File: config.mk
export PLATFORM = sky130hd
export DESIGN_NAME = simd_batch_scheduler
export DESIGN_NICKNAME = d
export VERILOG_FILES = /design/src/rtl/simd_batch_scheduler.sv
export SDC_FILE = /design/constraint.sdc
export NUM_CORES = 1
export LEC_CHECK = 0
export ABC_AREA = 1
export CORE_ASPECT_RATIO = 1.5
export CORE_MARGIN = 10
export CORE_UTILIZATION = 55
export DETAILED_ROUTE_END_ITERATION = 12
export PLACE_DENSITY = 0.87
export SYNTH_ARGS = -nofsm -noshare
export SYNTH_HDL_FRONTEND = slang
export SYNTH_SLANG_ARGS = --single-unit
File: constraint.sdc
create_clock -name clk -period 10.1 [get_ports clk]
set_input_delay 3.03 -clock clk [delete_from_list [all_inputs] [get_ports clk]]
set_output_delay 3.03 -clock clk [all_outputs]
set_load 0.01 [all_outputs]
File: src/rtl/simd_batch_scheduler.sv
// Frame sequencer: walks the output image in N-pixel batches, emits per-lane Q.8 source coords.
// Latency: cfg_start -> fetch_req two edges later; fetch_ack -> batch_start next cycle; done -> next batch two edges later.
// Backpressure: holds fetch_req and the descriptor until fetch_ack; holds in WAIT until batch_done.
module simd_batch_scheduler #(
  parameter int N     = 4,
  parameter int W_DIM = 10
) (
  input  logic                 clk,
  input  logic                 rst,
  input  logic                 cfg_start,
  input  logic [W_DIM-1:0]     cfg_src_w,
  input  logic [W_DIM-1:0]     cfg_src_h,
  input  logic [W_DIM-1:0]     cfg_out_w,
  input  logic [W_DIM-1:0]     cfg_out_h,
  input  logic [15:0]          cfg_step_x,
  input  logic [15:0]          cfg_step_y,
  output logic                 fetch_req,
  input  logic                 fetch_ack,
  output logic                 batch_start,
  input  logic                 batch_done,
  output logic [N-1:0]         lane_valid,
  output logic [N*W_DIM-1:0]   lane_src_x,
  output logic [N*8-1:0]       lane_alpha,
  output logic [W_DIM-1:0]     src_y,
  output logic [7:0]           beta,
  output logic [W_DIM-1:0]     dst_x,
  output logic [W_DIM-1:0]     dst_y,
  output logic                 busy,
  output logic                 frame_done
);

  localparam int AW = W_DIM + 8;
  localparam logic [W_DIM-1:0] ONE_W = W_DIM'(1);
  localparam logic [W_DIM-1:0] TWO_W = W_DIM'(2);

  typedef enum logic [2:0] {
    S_IDLE, S_INIT, S_FETCH, S_ISSUE, S_WAIT, S_ADVANCE, S_DONE
  } state_t;

  state_t           r_state;
  logic [W_DIM-1:0] r_src_w, r_src_h, r_out_w, r_out_h;
  logic [AW-1:0]    r_step_x, r_step_y;
  logic [AW-1:0]    r_acc_x;   // dst_x * step_x, lane 0 of current batch
  logic [AW-1:0]    r_acc_y;   // dst_y * step_y

  logic [W_DIM-1:0] w_src_w, w_src_h, w_out_w, w_out_h;
  logic [AW-1:0]    w_step_x, w_step_y;
  logic [W_DIM:0]   w_dx_n, w_dy_1, w_lx;
  logic [AW-1:0]    w_adv_x, w_lacc;
  logic             w_row_more, w_frame_end, w_empty;
  logic [W_DIM-1:0] w_nx_dst_x, w_nx_dst_y, w_xi, w_yi;
  logic [AW-1:0]    w_nx_acc_x, w_nx_acc_y;
  logic [N-1:0]     w_vld;
  logic [N*W_DIM-1:0] w_src_x;
  logic [N*8-1:0]   w_alpha;
  logic [W_DIM-1:0] w_src_y;
  logic [7:0]       w_beta;

  // Next batch position and its clamped descriptor; INIT reads cfg directly since it latches it on the same edge
  always_comb begin
    w_src_w  = r_src_w;
    w_src_h  = r_src_h;
    w_out_w  = r_out_w;
    w_out_h  = r_out_h;
    w_step_x = r_step_x;
    w_step_y = r_step_y;
    if (r_state == S_INIT) begin
      w_src_w  = cfg_src_w;
      w_src_h  = cfg_src_h;
      w_out_w  = cfg_out_w;
      w_out_h  = cfg_out_h;
      w_step_x = AW'(cfg_step_x);
      w_step_y = AW'(cfg_step_y);
    end
    w_empty = (cfg_out_w == '0) || (cfg_out_h == '0);

    // Advancing by N columns adds step_x N times; no multiplier needed
    w_adv_x = r_acc_x;
    for (int i = 0; i < N; i++) w_adv_x = w_adv_x + w_step_x;
    w_dx_n      = {1'b0, dst_x} + (W_DIM+1)'(N);
    w_dy_1      = {1'b0, dst_y} + (W_DIM+1)'(1);
    w_row_more  = w_dx_n < {1'b0, w_out_w};
    w_frame_end = !w_row_more && (w_dy_1 >= {1'b0, w_out_h});

    if (r_state == S_INIT) begin
      w_nx_dst_x = '0;
      w_nx_dst_y = '0;
      w_nx_acc_x = '0;
      w_nx_acc_y = '0;
    end else if (w_row_more) begin
      w_nx_dst_x = w_dx_n[W_DIM-1:0];
      w_nx_dst_y = dst_y;
      w_nx_acc_x = w_adv_x;
      w_nx_acc_y = r_acc_y;
    end else begin
      w_nx_dst_x = '0;
      w_nx_dst_y = w_dy_1[W_DIM-1:0];
      w_nx_acc_x = '0;
      w_nx_acc_y = r_acc_y + w_step_y;
    end

    // Clamp keeps the 2x2 neighbourhood inside the source image
    w_yi = w_nx_acc_y[AW-1:8];
    if (w_yi >= w_src_h - ONE_W) begin
      w_src_y = w_src_h - TWO_W;
      w_beta  = 8'hFF;
    end else begin
      w_src_y = w_yi;
      w_beta  = w_nx_acc_y[7:0];
    end

    w_lacc  = w_nx_acc_x;
    w_lx    = '0;
    w_xi    = '0;
    w_vld   = '0;
    w_src_x = '0;
    w_alpha = '0;
    for (int i = 0; i < N; i++) begin
      w_lx   = {1'b0, w_nx_dst_x} + (W_DIM+1)'(i);
      w_xi   = w_lacc[AW-1:8];
      w_vld[i] = w_lx < {1'b0, w_out_w};
      if (w_vld[i]) begin
        if (w_xi >= w_src_w - ONE_W) begin
          w_src_x[i*W_DIM +: W_DIM] = w_src_w - TWO_W;
          w_alpha[i*8 +: 8]         = 8'hFF;
        end else begin
          w_src_x[i*W_DIM +: W_DIM] = w_xi;
          w_alpha[i*8 +: 8]         = w_lacc[7:0];
        end
      end
      w_lacc = w_lacc + w_step_x;
    end
  end

  // Frame FSM with registered handshake outputs and descriptor
  always_ff @(posedge clk or posedge rst) begin
    if (rst) begin
      r_state     <= S_IDLE;
      r_src_w     <= '0;
      r_src_h     <= '0;
      r_out_w     <= '0;
      r_out_h     <= '0;
      r_step_x    <= '0;
      r_step_y    <= '0;
      r_acc_x     <= '0;
      r_acc_y     <= '0;
      fetch_req   <= 1'b0;
      batch_start <= 1'b0;
      lane_valid  <= '0;
      lane_src_x  <= '0;
      lane_alpha  <= '0;
      src_y       <= '0;
      beta        <= '0;
      dst_x       <= '0;
      dst_y       <= '0;
      busy        <= 1'b0;
      frame_done  <= 1'b0;
    end else begin
      batch_start <= 1'b0;
      frame_done  <= 1'b0;
      case (r_state)
        S_IDLE: begin
          if (cfg_start) begin
            r_state <= S_INIT;
            busy    <= 1'b1;
          end
        end
        S_INIT, S_ADVANCE: begin
          if (r_state == S_INIT) begin
            r_src_w  <= cfg_src_w;
            r_src_h  <= cfg_src_h;
            r_out_w  <= cfg_out_w;
            r_out_h  <= cfg_out_h;
            r_step_x <= w_step_x;
            r_step_y <= w_step_y;
          end
          if ((r_state == S_INIT) ? w_empty : w_frame_end) begin
            r_state    <= S_DONE;
            frame_done <= 1'b1;
          end else begin
            r_state    <= S_FETCH;
            fetch_req  <= 1'b1;
            r_acc_x    <= w_nx_acc_x;
            r_acc_y    <= w_nx_acc_y;
            dst_x      <= w_nx_dst_x;
            dst_y      <= w_nx_dst_y;
            lane_valid <= w_vld;
            lane_src_x <= w_src_x;
            lane_alpha <= w_alpha;
            src_y      <= w_src_y;
            beta       <= w_beta;
          end
        end
        S_FETCH: begin
          if (fetch_ack) begin
            r_state     <= S_ISSUE;
            fetch_req   <= 1'b0;
            batch_start <= 1'b1;
          end
        end
        S_ISSUE: r_state <= S_WAIT;
        S_WAIT: begin
          if (batch_done) r_state <= S_ADVANCE;
        end
        S_DONE: begin
          r_state <= S_IDLE;
          busy    <= 1'b0;
        end
        default: r_state <= S_IDLE;
      endcase
    end
  end

endmodule
Word level (Yosys, flattened, before mapping)
Index checks and enable logic that the tools add are counted.
- $add $sub $neg: 17
- magnitude comparators: 11
- equality and inequality tests: 11
- multiplexer cells: 47
- bitwise operators: 1
- reductions and logical operators: 15
- operators by type and width (cell ; count):
    $mux W10 ; 17
    $add A18 B18 Y18 ; 8
    $mux W18 ; 6
    $mux W8 ; 9
    $ge A10 B10 Y1 ; 5
    $lt A11 B10 Y1 ; 4
    $add A10 B1 Y11 const B ; 2
    $add A10 B2 Y11 const B ; 2
    $logic_not A10 Y1 ; 2
    $sub A10 B1 Y10 const B ; 2
    $sub A10 B2 Y10 const B ; 2
    $pmux W3 S5 ; 1
    $mux W3 ; 4
    $add A10 B3 Y11 const B ; 1
    $ge A11 B10 Y1 ; 1
    $lt A10 B10 Y1 ; 1
    $eq A3 B3 Y1 const B ; 3
    $reduce_and A3 Y1 ; 3
    $mux W1 ; 8
    $ne A2 B2 Y1 const B ; 4
    $eq A3 B2 Y1 const B ; 2
    $reduce_and A2 Y1 ; 3
    $pmux W1 S2 ; 2
    $reduce_bool A2 Y1 ; 2
    other kinds (8) ; 8
- register bits after elaboration: 233
- input port bits: 77
- logic and storage cells: 122

Longest topological paths before layout
- word-level depth: 14
- depth in mapped cells: 67
- gate-level depth less buffers: 60

Worst setup path before layout
Ideal clock, no wire load.
- kind: input port to flip-flop
- start: in cfg_out_w[6]
- end: reg lane_alpha[29]
- data arrival time: 10378 ps
- required time: 9983 ps
- path slack: -395 ps
- stages: 55
- path buffers: 3
- path through: or2_2 > o21ai_0 > ha_1 > inv_1 > nor2_1 > nand3_1 > nor2_1 > nand2_1 > nand2_1 > nor2_4 > nand2_8 > buf_1 > buf_1 > nor2_1 > ha_1 > ha_1 > inv_1 > nand2_1 > [19 not listed] > a21boi_0 > o21ai_0 > nand2_1 > nand2_1 > a21oi_1 > inv_1 > nand3_1 > nand2_1 > ha_1 > a21oi_1 > o21ai_0 > a21oi_1 > nand3_1 > inv_1 > clkbuf_1 > o21ai_0 > nand2_1 > nand2_1
- word-level cells in the longest chain between the ends: 10
- elaborated cells between the ends (all ways): 21
- classes of those cells: add/sub: 4; order compare: 3; mux: 8; bitwise: 1; reduce/logical: 5
- ends and longest elaborated chain (item ; RTL line ; text):
    from (decl) ; 13 ; input logic [W_DIM-1:0] cfg_out_w,
    $mux W10 * ; 67 ; if (r_state == S_INIT) begin
    $lt A11 B10 Y1 * ; 82 ; w_row_more = w_dx_n < {1'b0, w_out_w};
    $mux W18 * ; 90 ; end else if (w_row_more) begin
    $mux W18 * ; 85 ; if (r_state == S_INIT) begin
    net w_nx_acc_x[0] ; 52 ; logic [AW-1:0] w_nx_acc_x, w_nx_acc_y;
    $add A18 B18 Y18 * (3 in series) ; 131 ; w_lacc = w_lacc + w_step_x;
    $ge A10 B10 Y1 ; 123 ; if (w_xi >= w_src_w - ONE_W) begin
    $mux W8 * ; 123 ;
    $mux W8 * ; 122 ; if (w_vld[i]) begin
    to (signal assigned) ; 189 ; lane_alpha <= w_alpha;
    to (decl) ; 23 ; output logic [N*8-1:0] lane_alpha,
The timed path passes the listed nets; every way through them passes the cells marked *.
A chain may end at the register's enable or synchronous reset.

Worst setup path in the final report
- start: in cfg_step_x[2]
- end: reg lane_src_x[31]
- word-level cells in the longest chain between the ends: 13
- ends and longest elaborated chain (item ; RTL line ; text):
    from (decl) ; 15 ; input logic [15:0] cfg_step_x,
    $mux W18 * ; 67 ;
    net w_step_x[2] ; 47 ; logic [AW-1:0] w_step_x, w_step_y;
    $add A18 B18 Y18 (3 in series) ; 79 ; for (int i = 0; i < N; i++) w_adv_x = w_adv_x + w_step_x;
    $add A18 B18 Y18 * ; 79 ;
    $mux W18 * ; 90 ;
    $mux W18 * ; 85 ;
    net w_nx_acc_x[11] ; 52 ;
    $add A18 B18 Y18 * (3 in series) ; 131 ;
    $ge A10 B10 Y1 * ; 123 ;
    $mux W10 * ; 123 ;
    $mux W10 * ; 122 ;
    to (signal assigned) ; 188 ; lane_src_x <= w_src_x;
    to (decl) ; 22 ; output logic [N*W_DIM-1:0] lane_src_x,
Marks and branches as above.

==> flow_summary.ini <==
[run_status]
run_status = completed

[min_path]
holdPathStages = 2
hold_end = r_step_x[16]
hold_path.class = reg2reg
worstHoldStart = r_step_x[16]

[timing]
maxSlewHeadroom_pct = 33.94
worst_slack_ps = 394.4
period_share_pct = 96.09
hold_violations = 0
setup_viol = 0
worst_pin_slew_ps = 990.9
fin_crit_ps = 9706
drv_slew = 0
max_freq_mhz = 103.0
skew_ps = 22.92

[drt]
firstDrtPassIters = 5
wire_per_inst_microns = 18.99
vias = 17970
drt_iter0_drc = 1296
postRouteAntennaNets = 0
totalWireLength_microns = 60760
via_per_inst = 5.615
drc = 0

[placed_design]
placed_area_sq_um = 21590
dp_slack_ps = -967.6
dp_hpwl_microns = 46860
gp_congestion = 1.028
io_buffers = 194

[worst_setup_path]
worst_path_largest_cell_delay_ps = 420
r2r_start = dst_x[2]
crit_arrival_ps = 10190
crit_required_ps = 10590
end_kind = flop
cp_common_cell = nand2_1
crit_fanout = 10
regToRegEndpoint = lane_src_x[31]
crit_type = in2reg
worstSetupStartpointType = input port
worst-r2r-setup-slack_ps = 1530
rr_worst_depth = 60
critical_path.slowest_cell = clkdlybuf4s50_1

[cts]
insertion_delay_ps = 550
path_clk_slew_ps = 70
cts_tree = built
postCtsHoldBufs = 0
cts_htree_levels = 1
clockBufferDepth = 3
cts.sinks = 233
cts_inserted_buffers = 24
cts_root_buffer = clkbuf_16

[grt]
grt_pass1_vias = 18330
gr-total-overflow = 0
antenna_found_initial = 0
grt_start_max_net_pins = 118
grt_pass1_wl_microns = 94990
groute.usage.overall_pct = 29.43

[logic_synthesis]
ys_types = 62
synth-xor-area-share_pct = 5.391
synth_top_area_share_pct = 33.27
synth_edf_count = 0
synth_top_family_by_area = simple AND/OR/NAND/NOR gates
synth-simple-area-share_pct = 25.99
ys_seq_area_share_pct = 33.27
syn_area_per_cell_sq_um = 7.432
synth_most_common_cell = nand2_1
synth_common_cells = nand2_1 (644), inv_1 (267), dfrtp_1 (233)
syn_nets = 2628
synth_area_leader_cell = dfrtp_1
synth_mux_area_share_pct = 0.1142
syn_area_sq_um = 17520
synthTopCellsByArea = dfrtp_1 (33%), nand2_1 (14%), ha_1 (13%)
synth_fa_ha_area_share_pct = 13.95
syn_inst = 2358
synth-compound-area-share_pct = 13.89
async_flop_share_pct = 100.0
ys.flop_type = dfrtp_1
ys_warn_count = 0
ys_ff_latch = 233

[die]
core_area_sq_um = 31630
dieArea_sq_um = 39550
ioPinCount = 195
core.rowCount = 80
initial_utilization_pct = 55.40
dieWidth_microns = 165.7
die_h_microns = 238.6

[cells_and_area]
fin_nets = 3043
drive_gt1_share_pct = 16.67
antenna_cells = 0
syn_to_final_growth_pct = 31.52
design_area_sq_um = 23050

[job]
maxCapViolCount = 0
## critical path, delay by kind of cell
kind	cells	cell delay (ps)
AOI/OAI and AO/OA	12	1690
and+or+nand+nor	21	2180
adders and majority gates	5	1430
buffers and inverters	7	1200
xor gates and xnor gates	3	640
## final cells by class
type                       count  area [sq um]
multi-input combinational   1790         10930
fill                        2475          8582
sequential                   233          5831
timing repair buffer         443          3856
inverter                     281          1065
clock buffer                  35         703.2
tap                          410         513.0
clock inverter                 8         148.9
## kinds of logic after synthesis
logic type                 Yosys count
DFF                                233
xor gates and xnor gates           107
adders and majority gates          193
AOI/OAI and AO/OA                  435
buffers and inverters              335
muxes                                2
and+or+nand+nor                   1053
## through the flow
stage          std cells  TNS (ps)  hold WS (ps)  util [%]
6_report            3200         0         463.5     72.87
5_1_grt             3200    -558.5         490.8     72.87
4_1_cts             3193         0         466.9     71.07
3_5_place_dp        3149    -16140         450.8     68.27
3_3_place_gp        3149    -10310         444.1     68.27
2_1_floorplan       2358         0         430.8         -
## layer usage
metal	vias up	wire length [microns]	GRT usage [%]
li1	8525	-	-
met1	8507	21910	30.60
met2	702	31310	54.28
met3	234	3291	4.278
met4	0	4245	18.76
met5	-	0	0
## sequential cells by signal, summed over array words and instances (netlist names), 18 cells and up
signal      cells
r_acc_y        18
r_step_y       18
lane_src_x     40
r_step_x       18
r_acc_x        18
lane_alpha     32
## how the worst max path moves through the flow
stage                              from              to  slack, ps  depth (start not counted)
after floorplan            cfg_out_w[8]  lane_src_x[36]         30                         55
after global placement     cfg_out_w[8]  lane_src_x[36]       -700                         54
after detailed placement   cfg_out_w[8]  lane_src_x[31]       -970                         55
after CTS                  cfg_out_w[8]  lane_src_x[31]          2                         55
after global routing       cfg_out_w[8]  lane_alpha[27]        -70                         56
final                     cfg_step_x[2]  lane_src_x[31]        390                         48
## placed cells by master, fill, tap and decap left out, types with 6 or more instances in the layout
cell / Yosys / routed
nor3_1: 20 / 19
inv_1: 267 / 262
a31oi_1: 9 / 9
clkbuf_16: 0 / 25
o21ai_2: 12 / 19
o211ai_1: 11 / 11
ha_1: 189 / 172
nand3_2: 6 / 7
xor2_2: 0 / 8
buf_4: 0 / 244
clkdlybuf4s50_1: 0 / 194
ha_4: 0 / 16
inv_2: 7 / 11
o22ai_1: 13 / 13
a21oi_1: 139 / 123
or2_2: 34 / 34
nand2_1: 644 / 637
nor2_4: 8 / 11
xnor2_1: 15 / 13
o21ai_0: 176 / 159
nand2_2: 11 / 16
o21ai_1: 22 / 31
xor2_1: 91 / 83
nor2_2: 4 / 8
a21oi_2: 0 / 14
nand4_1: 19 / 19
nor4_1: 10 / 8
nor2_1: 186 / 179
clkinv_1: 6 / 6
nand3_1: 90 / 87
a21o_1: 11 / 11
o21bai_1: 9 / 8
dfrtp_1: 233 / 233
clkbuf_1: 42 / 6
## timing repair
item                       CTS  global route
pin swaps                    1            36
setup endpoints to repair   18            35
cloned                       0             0
buffers inserted             1             7
resized for setup           12           100
hold endpoints to repair     0             0
Power is not shown: default switching activity piles up to over one toggle a cycle in this logic, so the estimate is an artifact.
